--- config.mk ---
export PLATFORM = sky130hd
export DESIGN_NAME = id_stage
export DESIGN_NICKNAME = d
export VERILOG_FILES = /design/src/rtl/mips_pkg.sv /design/src/rtl/id_field_decode.sv /design/src/rtl/id_stage.sv
export SDC_FILE = /design/constraint.sdc
export NUM_CORES = 1
export LEC_CHECK = 0
export CAP_MARGIN = 20
export CORE_UTILIZATION = 55
export CTS_CLUSTER_SIZE = 10
export DETAILED_ROUTE_END_ITERATION = 8
export PLACE_DENSITY = 0.85
export SYNTH_ARGS = -nofsm -noshare
export SYNTH_HDL_FRONTEND = slang
export SYNTH_HIERARCHICAL = 1
export SYNTH_SLANG_ARGS = --single-unit
--- constraint.sdc ---
create_clock -name clk -period 4.05 [get_ports clk]
set_input_delay 0.81 -clock clk [delete_from_list [all_inputs] [get_ports clk]]
set_output_delay 0.81 -clock clk [all_outputs]
set_load 0.03 [all_outputs]
--- src/rtl/mips_pkg.sv ---
// Shared MIPS decode definitions: opcode/func constants, decoded-field struct, skid occupancy states.
package mips_pkg;

  localparam logic [5:0] OP_SPECIAL  = 6'h00;
  localparam logic [5:0] OP_REGIMM   = 6'h01;
  localparam logic [5:0] OP_J        = 6'h02;
  localparam logic [5:0] OP_JAL      = 6'h03;
  localparam logic [5:0] OP_BEQ      = 6'h04;
  localparam logic [5:0] OP_BNE      = 6'h05;
  localparam logic [5:0] OP_BLEZ     = 6'h06;
  localparam logic [5:0] OP_BGTZ     = 6'h07;
  localparam logic [5:0] OP_ANDI     = 6'h0C;
  localparam logic [5:0] OP_ORI      = 6'h0D;
  localparam logic [5:0] OP_XORI     = 6'h0E;
  localparam logic [5:0] OP_LUI      = 6'h0F;
  localparam logic [5:0] OP_SPECIAL2 = 6'h1C;

  localparam logic [5:0] FN_JR   = 6'h08;
  localparam logic [5:0] FN_JALR = 6'h09;

  typedef struct packed {
    logic [5:0]  op;
    logic [4:0]  rsc;
    logic [4:0]  rtc;
    logic [4:0]  rdc;
    logic [4:0]  sa;
    logic [5:0]  func;
    logic [15:0] imme;
    logic [25:0] index;
    logic        is_rtype;
    logic        is_jump;
    logic        is_branch;
  } id_fields_t;

  typedef enum logic [1:0] {
    OCC_EMPTY,
    OCC_ONE,
    OCC_TWO
  } id_occ_e;

  function automatic logic is_branch_op(input logic [5:0] op);
    return (op == OP_REGIMM) || (op == OP_BEQ) || (op == OP_BNE) ||
           (op == OP_BLEZ) || (op == OP_BGTZ);
  endfunction

endpackage

--- src/rtl/id_field_decode.sv ---
// Combinational split of an instruction word into fields, extended immediate and class flags.
// With ID_TARGET_EN defined it also forms the jump and branch targets from the PC.
module id_field_decode
  import mips_pkg::*;
#(
  parameter int XLEN = 32
) (
  input  logic [31:0]     instr,
`ifdef ID_TARGET_EN
  input  logic [XLEN-1:0] pc,
  output logic [XLEN-1:0] jtarget,
  output logic [XLEN-1:0] btarget,
`endif
  output id_fields_t      fields,
  output logic [XLEN-1:0] imm_ext
);

  logic [5:0]              op;
  logic [5:0]              func;
  logic signed [15:0]      imme_s;
  logic signed [31:0]      lui_s;
  logic signed [XLEN-1:0]  sext_imme;
  logic signed [XLEN-1:0]  sext_lui;

  assign op        = instr[31:26];
  assign func      = instr[5:0];
  assign imme_s    = instr[15:0];
  assign lui_s     = {instr[15:0], 16'h0000};
  assign sext_imme = imme_s;
  assign sext_lui  = lui_s;

  assign fields.op        = op;
  assign fields.rsc       = instr[25:21];
  assign fields.rtc       = instr[20:16];
  assign fields.rdc       = instr[15:11];
  assign fields.sa        = instr[10:6];
  assign fields.func      = func;
  assign fields.imme      = instr[15:0];
  assign fields.index     = instr[25:0];
  assign fields.is_rtype  = (op == OP_SPECIAL) || (op == OP_SPECIAL2);
  assign fields.is_jump   = (op == OP_J) || (op == OP_JAL) ||
                            ((op == OP_SPECIAL) && ((func == FN_JR) || (func == FN_JALR)));
  assign fields.is_branch = is_branch_op(op);

  // Logical immediates zero-extend; lui places the field in the upper half first.
  always_comb begin
    imm_ext = sext_imme;
    case (op)
      OP_ANDI, OP_ORI, OP_XORI: imm_ext = XLEN'(instr[15:0]);
      OP_LUI:                   imm_ext = sext_lui;
      default:                  ;
    endcase
  end

`ifdef ID_TARGET_EN
  logic [XLEN-1:0] pc4;

  assign pc4     = pc + XLEN'(4);
  assign jtarget = {pc4[XLEN-1:28], instr[25:0], 2'b00};
  assign btarget = pc4 + (imm_ext << 2);
`endif

endmodule

--- src/rtl/id_stage.sv ---
// Registered MIPS decode stage with a two-entry skid buffer; in_ready depends only on state.
// Optional ID_TARGET_EN adds precomputed jump/branch targets (jtarget, btarget).
module id_stage
  import mips_pkg::*;
#(
  parameter int XLEN      = 32,
  parameter bit FLUSH_CLR = 1'b1
) (
  input  logic            clk,
  input  logic            rst,
  input  logic            in_valid,
  output logic            in_ready,
  input  logic [31:0]     in_instr,
  input  logic [XLEN-1:0] in_pc,
  input  logic            flush,
  output logic            out_valid,
  input  logic            out_ready,
  output logic [5:0]      op,
  output logic [4:0]      rsc,
  output logic [4:0]      rtc,
  output logic [4:0]      rdc,
  output logic [4:0]      sa,
  output logic [5:0]      func,
  output logic [15:0]     imme,
  output logic [25:0]     index,
  output logic [XLEN-1:0] imm_ext,
  output logic            is_rtype,
  output logic            is_jump,
  output logic            is_branch,
`ifdef ID_TARGET_EN
  output logic [XLEN-1:0] jtarget,
  output logic [XLEN-1:0] btarget,
`endif
  output logic [XLEN-1:0] out_pc
);

  typedef struct packed {
    id_fields_t      f;
    logic [XLEN-1:0] imm_ext;
    logic [XLEN-1:0] pc;
`ifdef ID_TARGET_EN
    logic [XLEN-1:0] jtarget;
    logic [XLEN-1:0] btarget;
`endif
  } entry_t;

  id_occ_e state;
  entry_t  dec_entry;
  entry_t  main_q;
  entry_t  skid_q;
  logic    in_ready_q;
  logic    push;
  logic    pop;

  id_field_decode #(.XLEN(XLEN)) u_decode (
    .instr   (in_instr),
`ifdef ID_TARGET_EN
    .pc      (in_pc),
    .jtarget (dec_entry.jtarget),
    .btarget (dec_entry.btarget),
`endif
    .fields  (dec_entry.f),
    .imm_ext (dec_entry.imm_ext)
  );

  assign dec_entry.pc = in_pc;

  assign in_ready  = in_ready_q;
  assign out_valid = (state != OCC_EMPTY);
  assign push      = in_valid & in_ready_q;
  assign pop       = out_valid & out_ready;

  // Main drives the outputs; skid only catches the word accepted while main is stalled.
  always_ff @(posedge clk) begin
    if (rst) begin
      state      <= OCC_EMPTY;
      in_ready_q <= 1'b0;
      main_q     <= '0;
      skid_q     <= '0;
    end else if (flush) begin
      state      <= OCC_EMPTY;
      in_ready_q <= 1'b1;
      if (FLUSH_CLR) begin
        main_q <= '0;
        skid_q <= '0;
      end
    end else begin
      case (state)
        OCC_EMPTY: begin
          in_ready_q <= 1'b1;
          if (push) begin
            main_q <= dec_entry;
            state  <= OCC_ONE;
          end
        end
        OCC_ONE: begin
          if (push && pop) begin
            main_q <= dec_entry;
          end else if (push) begin
            skid_q     <= dec_entry;
            state      <= OCC_TWO;
            in_ready_q <= 1'b0;
          end else if (pop) begin
            state <= OCC_EMPTY;
          end
        end
        OCC_TWO: begin
          if (pop) begin
            main_q     <= skid_q;
            state      <= OCC_ONE;
            in_ready_q <= 1'b1;
          end
        end
        default: begin
          state      <= OCC_EMPTY;
          in_ready_q <= 1'b1;
        end
      endcase
    end
  end

  assign op        = main_q.f.op;
  assign rsc       = main_q.f.rsc;
  assign rtc       = main_q.f.rtc;
  assign rdc       = main_q.f.rdc;
  assign sa        = main_q.f.sa;
  assign func      = main_q.f.func;
  assign imme      = main_q.f.imme;
  assign index     = main_q.f.index;
  assign is_rtype  = main_q.f.is_rtype;
  assign is_jump   = main_q.f.is_jump;
  assign is_branch = main_q.f.is_branch;
  assign imm_ext   = main_q.imm_ext;
  assign out_pc    = main_q.pc;
`ifdef ID_TARGET_EN
  assign jtarget   = main_q.jtarget;
  assign btarget   = main_q.btarget;
`endif

endmodule

==> impl_metrics.py, run 1 <==
metrics = {
    "synthesis": {
        "async_reset_ff_frac": 0,
        "synth_top_cell_by_area": "dfxtp_1",
        "synth-seq-area-share": 0.475,
        "syn_inst": 1387,
        "yosys-top-cells-area": "dfxtp_1 (48%), mux2i_1 (12%), nand2_1 (8.9%)",
        "synth_top_area_share": 0.475,
        "syn-cell-area_um2": 12000,
        "ys_types": 32,
        "synth_edf_count": 0,
        "yosysWarnings": 6,
        "ys_top_cells_by_count": "dfxtp_1 (285), nand2_1 (285), nor2_1 (147)",
        "synth-main-ff-cell": "dfxtp_1",
        "synth_nets": 1456,
        "syn_avg_cell_area_um2": 8.66,
        "synth-seq-cells": 285,
    },
    "die": {
        "start_util": 0.566,
        "die-area_um2": 22400,
        "placeableCoreArea_um2": 21200,
        "chipHeight_um": 150,
        "ios": 212,
        "num_rows": 53,
        "die_x_um": 150,
    },
    "clocking": {
        "post_cts_buffers": 0,
        "clockRootBuffer": "clkbuf_16",
        "cts_tree": "yes",
        "cts_buffers": 34,
        "postCtsHoldBufs": 0,
        "worstSkewPairLatency_ps": 500,
        "clkTransAtPathRegs_ps": 60,
        "htree_levels": 2,
        "cts_sinks": 285,
        "cts_resized": 0,
        "cts_buffer_depth": 3,
    },
    "worst_setup_path": {
        "slowest_stage": "clkdlybuf4s50_1",
        "path_delay_family": "buffers and inverters",
        "cp.required_ps": 3240,
        "criticalPathCategory": "reg2out",
        "cpPeakStageDelay_ps": 660,
        "startpoint": "state[1]",
        "crit_buf_inv": 1,
        "cp.arrival_ps": 1820,
        "worstPathCellList": "or2_2 > clkdlybuf4s50_1",
        "r2r-start": "state[0]",
        "path_max_fanout": 6,
        "critPathLaunchType": "flip-flop",
        "crit_path_end_kind": "primary output",
    },
    "power": {
        "leakage_uw": 0.00587,
        "ir_drop_mv": 0.293,
        "power_per_cell_area_nw_per_um2": 419,
    },
    "grt": {
        "grt.busiest_layer": "met2",
        "gr-total-overflow": 0,
        "grt_use_met2": 0.414,
        "met1_usage": 0.349,
        "met3_usage": 0.0375,
        "grt_max_degree": 160,
        "grt_antenna_before_repair": 0,
        "grt_util_all_layers": 0.258,
        "grt_pass1_wl_mm": 46.3,
        "grt_pass1_vias": 9080,
    },
    "placement": {
        "placed_area_um2": 13700,
        "dp_hpwl_mm": 17.8,
        "place_congestion": 0.801,
        "port_buffers": 211,
        "pre_cts_ws_ps": 1050,
    },
    "sta": {
        "min_period_ps": 2630,
        "tightest_slew_ps": 948,
        "fin_crit_sh": 0.648,
        "hold_slack_ps": 451,
        "setup_viol": 0,
        "setup-tns-final_ps": 0,
        "hold_violations": 0,
        "max_slew_margin": 0.368,
        "rsz0062_at_grt": "false",
        "slew_viol_final": 0,
        "layout_setup_ws_ps": 1420,
        "max_freq_ghz": 0.381,
        "finClkSkew_ps": 12.0,
    },
    "hold_path": {
        "holdCritPathClass": "reg2reg",
        "min-delay-start": "skid_q[138]",
    },
    "finish": {
        "antenna_cells": 0,
        "fin_util": 0.688,
        "stdcell_area_um2": 14600,
        "synthToLayoutAreaGrowth_pct": 21.5,
        "drive_gt1_frac": 0.0469,
        "register_area_um2": 5710,
        "multiInputGateArea_um2": 5230,
        "finish.net_count": 1537,
        "n_fill_cell": 1640,
    },
    "routing": {
        "wl_per_cell_um": 16.8,
        "drc": 0,
        "drt_iter0_drc": 617,
        "routed_via_density": 5.64,
        "routed_wl_mm": 29.4,
        "firstDrtPassIters": 5,
        "vias": 9840,
        "ant_nets": 0,
    },
    "job": {
        "cap_violations": 0,
    },
    "status": {
        "status": "finished clean",
    },
}
where the power goes:
| group | internal, uW | switching [uW] |
|---|---|---|
| clock | 1560 | 1060 |
| combinational | 237 | 361 |
| sequential | 2860 | 32.0 |
| total | 4660 | 1450 |
through the flow:
stage	cells	total power [uW]
2_1_floorplan	1387	3340
3_3_place_gp	1707	3530
3_5_place_dp	1707	3540
4_1_cts	1746	6160
5_1_grt	1746	6310
6_report	1746	6110
state kept, by name, summed over array words and instances (netlist names), 2 cells and up:
| register | flops |
|---|---|
| func | 6 |
| imm_ext | 32 |
| imme | 16 |
| index | 26 |
| op | 6 |
| out_pc | 32 |
| rdc | 5 |
| rsc | 5 |
| rtc | 5 |
| sa | 5 |
| skid_q | 141 |
| state | 2 |
logic make-up after synthesis:
group	Yosys count	share of synthesized area
buf+inv	192	0.0911
flops	285	0.475
simple gates	461	0.152
compound gates	307	0.164
mux	141	0.117
xor+xnor	1	0.000729
routing by layer:
layer	wire [um]	share of wire
met5	0	0
met3	2140	0.073
met4	941	0.032
met2	13500	0.46
met1	12800	0.44
worst register-to-register path, cell delays in order (launching register included):
cell and delay (ps):
dfxtp_1 380, nand2b_4 730, buf_4 640, mux2i_1 170
a211oi_1 280
cell type report:
cell class	count	share of cell area
Sequential cell	285	0.391
Clock buffer	38	0.0622
Multi-Input combinational cell	910	0.359
Clock inverter	1	0.000600
Tap cell	275	0.0236
Timing Repair Buffer	233	0.163
Inverter	4	0.00103
cells in the final DEF, fill, tap and decap left out, drive strengths merged, types with 2 or more instances in the layout:
cell type	count
nand2	285
dfxtp	285
clkdlybuf4s50	211
nor2	147
a21oi	143
mux2i	141
a211oi	141
clkbuf	38
buf	22
nor2b	16
a21o	15
inv	5
or3	3
or2	2
nand2b	2
nor3	2
nor4	2
worst paths after layout:
kind	to	slack, ps	cells after the start
worst max-delay path	out_valid	1420	2
worst min-delay path	skid_q[138]	450	2
worst max register to register	out_pc[30]	1770	4
worst min register to register	skid_q[138]	450	2
(Power assumes the default switching activity.)
==> run 2: changes to the inputs <==
Settings changed: CORE_UTILIZATION 55 to 49, PLACE_DENSITY 0.85 to 0.8.
Clock period 4.05 ns to 2.2 ns, I/O delays scaled along.
==> run 2 against run 1 <==
Combinational power grew 100%. Cell area increased by 3.7%. Non-clock buffer count increased by 43. Clock power grew 82%. Worst setup slack worse by 1300 ps. Hold slack lost 2.7 ps. First-iteration DRC count up 17%. Routed wire length increased by 3.8%. Critical path type unchanged.
==> impl_metrics.py, run 2 (same netlist as run 1, synthesis figures left out) <==
metrics = {
    "grt": {
        "gr-total-overflow": 0,
        "grt_max_degree": 71,
        "grt_util_all_layers": 0.243,
        "grt_pass1_vias": 9463,
        "grt_antenna_before_repair": 1,
        "grt_pass1_wl_mm": 48.2,
    },
    "routing": {
        "wl_met1_mm": 13.8,
        "ant_nets": 0,
        "route.met3.wl_mm": 2.13,
        "drc": 0,
        "wl_per_cell_um": 16.6,
        "routed_wl_mm": 30.5,
        "top_layer": "met5",
        "wl_met2_mm": 13.8,
        "firstDrtPassIters": 5,
        "vias": 9943,
        "drt_iter0_drc": 720,
        "routed_via_density": 5.42,
    },
    "sta": {
        "max_slew_margin": 0.640,
        "slew_viol_final": 0,
        "tightest_slew_ps": 540,
        "min_period_ps": 2050,
        "hold_violations": 0,
        "setup-tns-final_ps": 0,
        "finClkSkew_ps": 15.7,
        "fin_crit_sh": 0.931,
        "setup_viol": 0,
        "max_freq_ghz": 0.488,
        "rsz0062_at_grt": "false",
    },
    "finish": {
        "largest_register_ffs": 141,
        "finish.net_count": 1580,
        "drive_gt1_frac": 0.0746,
        "layout_common_cells": "nand2_1 (285), dfxtp_1 (285), clkdlybuf4s50_1 (210), nor2_1 (147), a21oi_1 (143)",
        "register_area_um2": 5710,
        "final_cells": 1833,
        "regMostFlops": "skid_q",
        "antenna_cells": 0,
        "multiInputGateArea_um2": 5230,
        "fin_util": 0.637,
        "n_fill_cell": 1906,
        "synthToLayoutAreaGrowth_pct": 26.0,
    },
    "worst_setup_path": {
        "criticalPathCategory": "reg2out",
        "critPathLaunchType": "flip-flop",
        "cpPeakStageDelay_ps": 700,
        "path_max_fanout": 2,
        "crit_path_end_kind": "primary output",
        "worstPathCellList": "clkdlybuf4s50_1",
        "cp.arrival_ps": 1610,
        "slowest_stage": "clkdlybuf4s50_1",
        "cp.required_ps": 1760,
        "crit_buf_inv": 1,
        "path_delay_family": "buffers and inverters",
    },
    "die": {
        "die-area_um2": 25100,
        "chipHeight_um": 159,
        "die_x_um": 159,
        "start_util": 0.506,
        "num_rows": 56,
        "placeableCoreArea_um2": 23800,
        "ios": 212,
    },
    "clocking": {
        "clkTransAtPathRegs_ps": 50,
        "cts_sinks": 285,
        "post_cts_buffers": 0,
        "clockRootBuffer": "clkbuf_16",
        "cts_buffers": 34,
        "htree_levels": 2,
        "worstSkewPairLatency_ps": 510,
        "cts_tree": "yes",
        "cts_buffer_depth": 3,
    },
    "placement": {
        "port_buffers": 211,
        "place_congestion": 0.784,
        "dp_hpwl_mm": 20.1,
        "dpl.cell_count": 1794,
    },
    "power": {
        "ir_drop_mv": 0.577,
        "power_per_cell_area_nw_per_um2": 747,
        "leakage_uw": 0.00614,
    },
    "hold_path": {
        "holdCritPathClass": "reg2reg",
    },
    "job": {
        "cap_violations": 0,
    },
    "status": {
        "status": "finished clean",
    },
}
==> run 2: path summary, 6_finish.rpt <==
check | from | end | slack [ps] | cells past startpoint
max | index[2] | index[2] | 150 | 1
min | skid_q[129] | skid_q[129] | 450 | 2
max reg2reg | state[0] | out_pc[6] | 510 | 4
min reg2reg | skid_q[129] | skid_q[129] | 450 | 2
==> run 2: timing repair <==
action,4_1_cts,5_1_grt
gates resized for setup,1,0
hold endpoints to repair,0,0
hold buffers,0,0
endpoints found under the setup margin,1,0
==> run 2: final cells by class <==
type,instances,area share
Clock buffer,35,0.0571
Tap cell,319,0.0264
Clock inverter,4,0.00256
Sequential cell,285,0.377
Inverter,4,0.000992
Multi-Input combinational cell,910,0.346
Timing Repair Buffer,276,0.190
==> run 2: power by group <==
group | total (uW) | leakage, uW | switching (uW) | internal (uW)
logic | 1200 | 0.00339 | 691 | 508
clock network | 4780 | 0.000446 | 2000 | 2780
registers | 5320 | 0.00231 | 57.5 | 5260
==> run 2: routing by layer <==
| layer | global-route usage | up-vias |
|---|---|---|
| li1 | - | 4902 |
| met1 | 0.318 | 4639 |
| met2 | 0.396 | 334 |
| met3 | 0.0493 | 66 |
| met4 | 0.0829 | 2 |
| met5 | 0 | - |
==> run 2: through the flow <==
stage	power, uW	cell area [um2]	hold slack (ps)	setup slack [ps]
floorplan	6140	12000	436	413
global placement	6600	14200	436	-59.1
detailed placement	6620	14200	443	-89.2
CTS	11400	15100	451	150
global route	11700	15100	464	104
finish	11300	15100	448	152
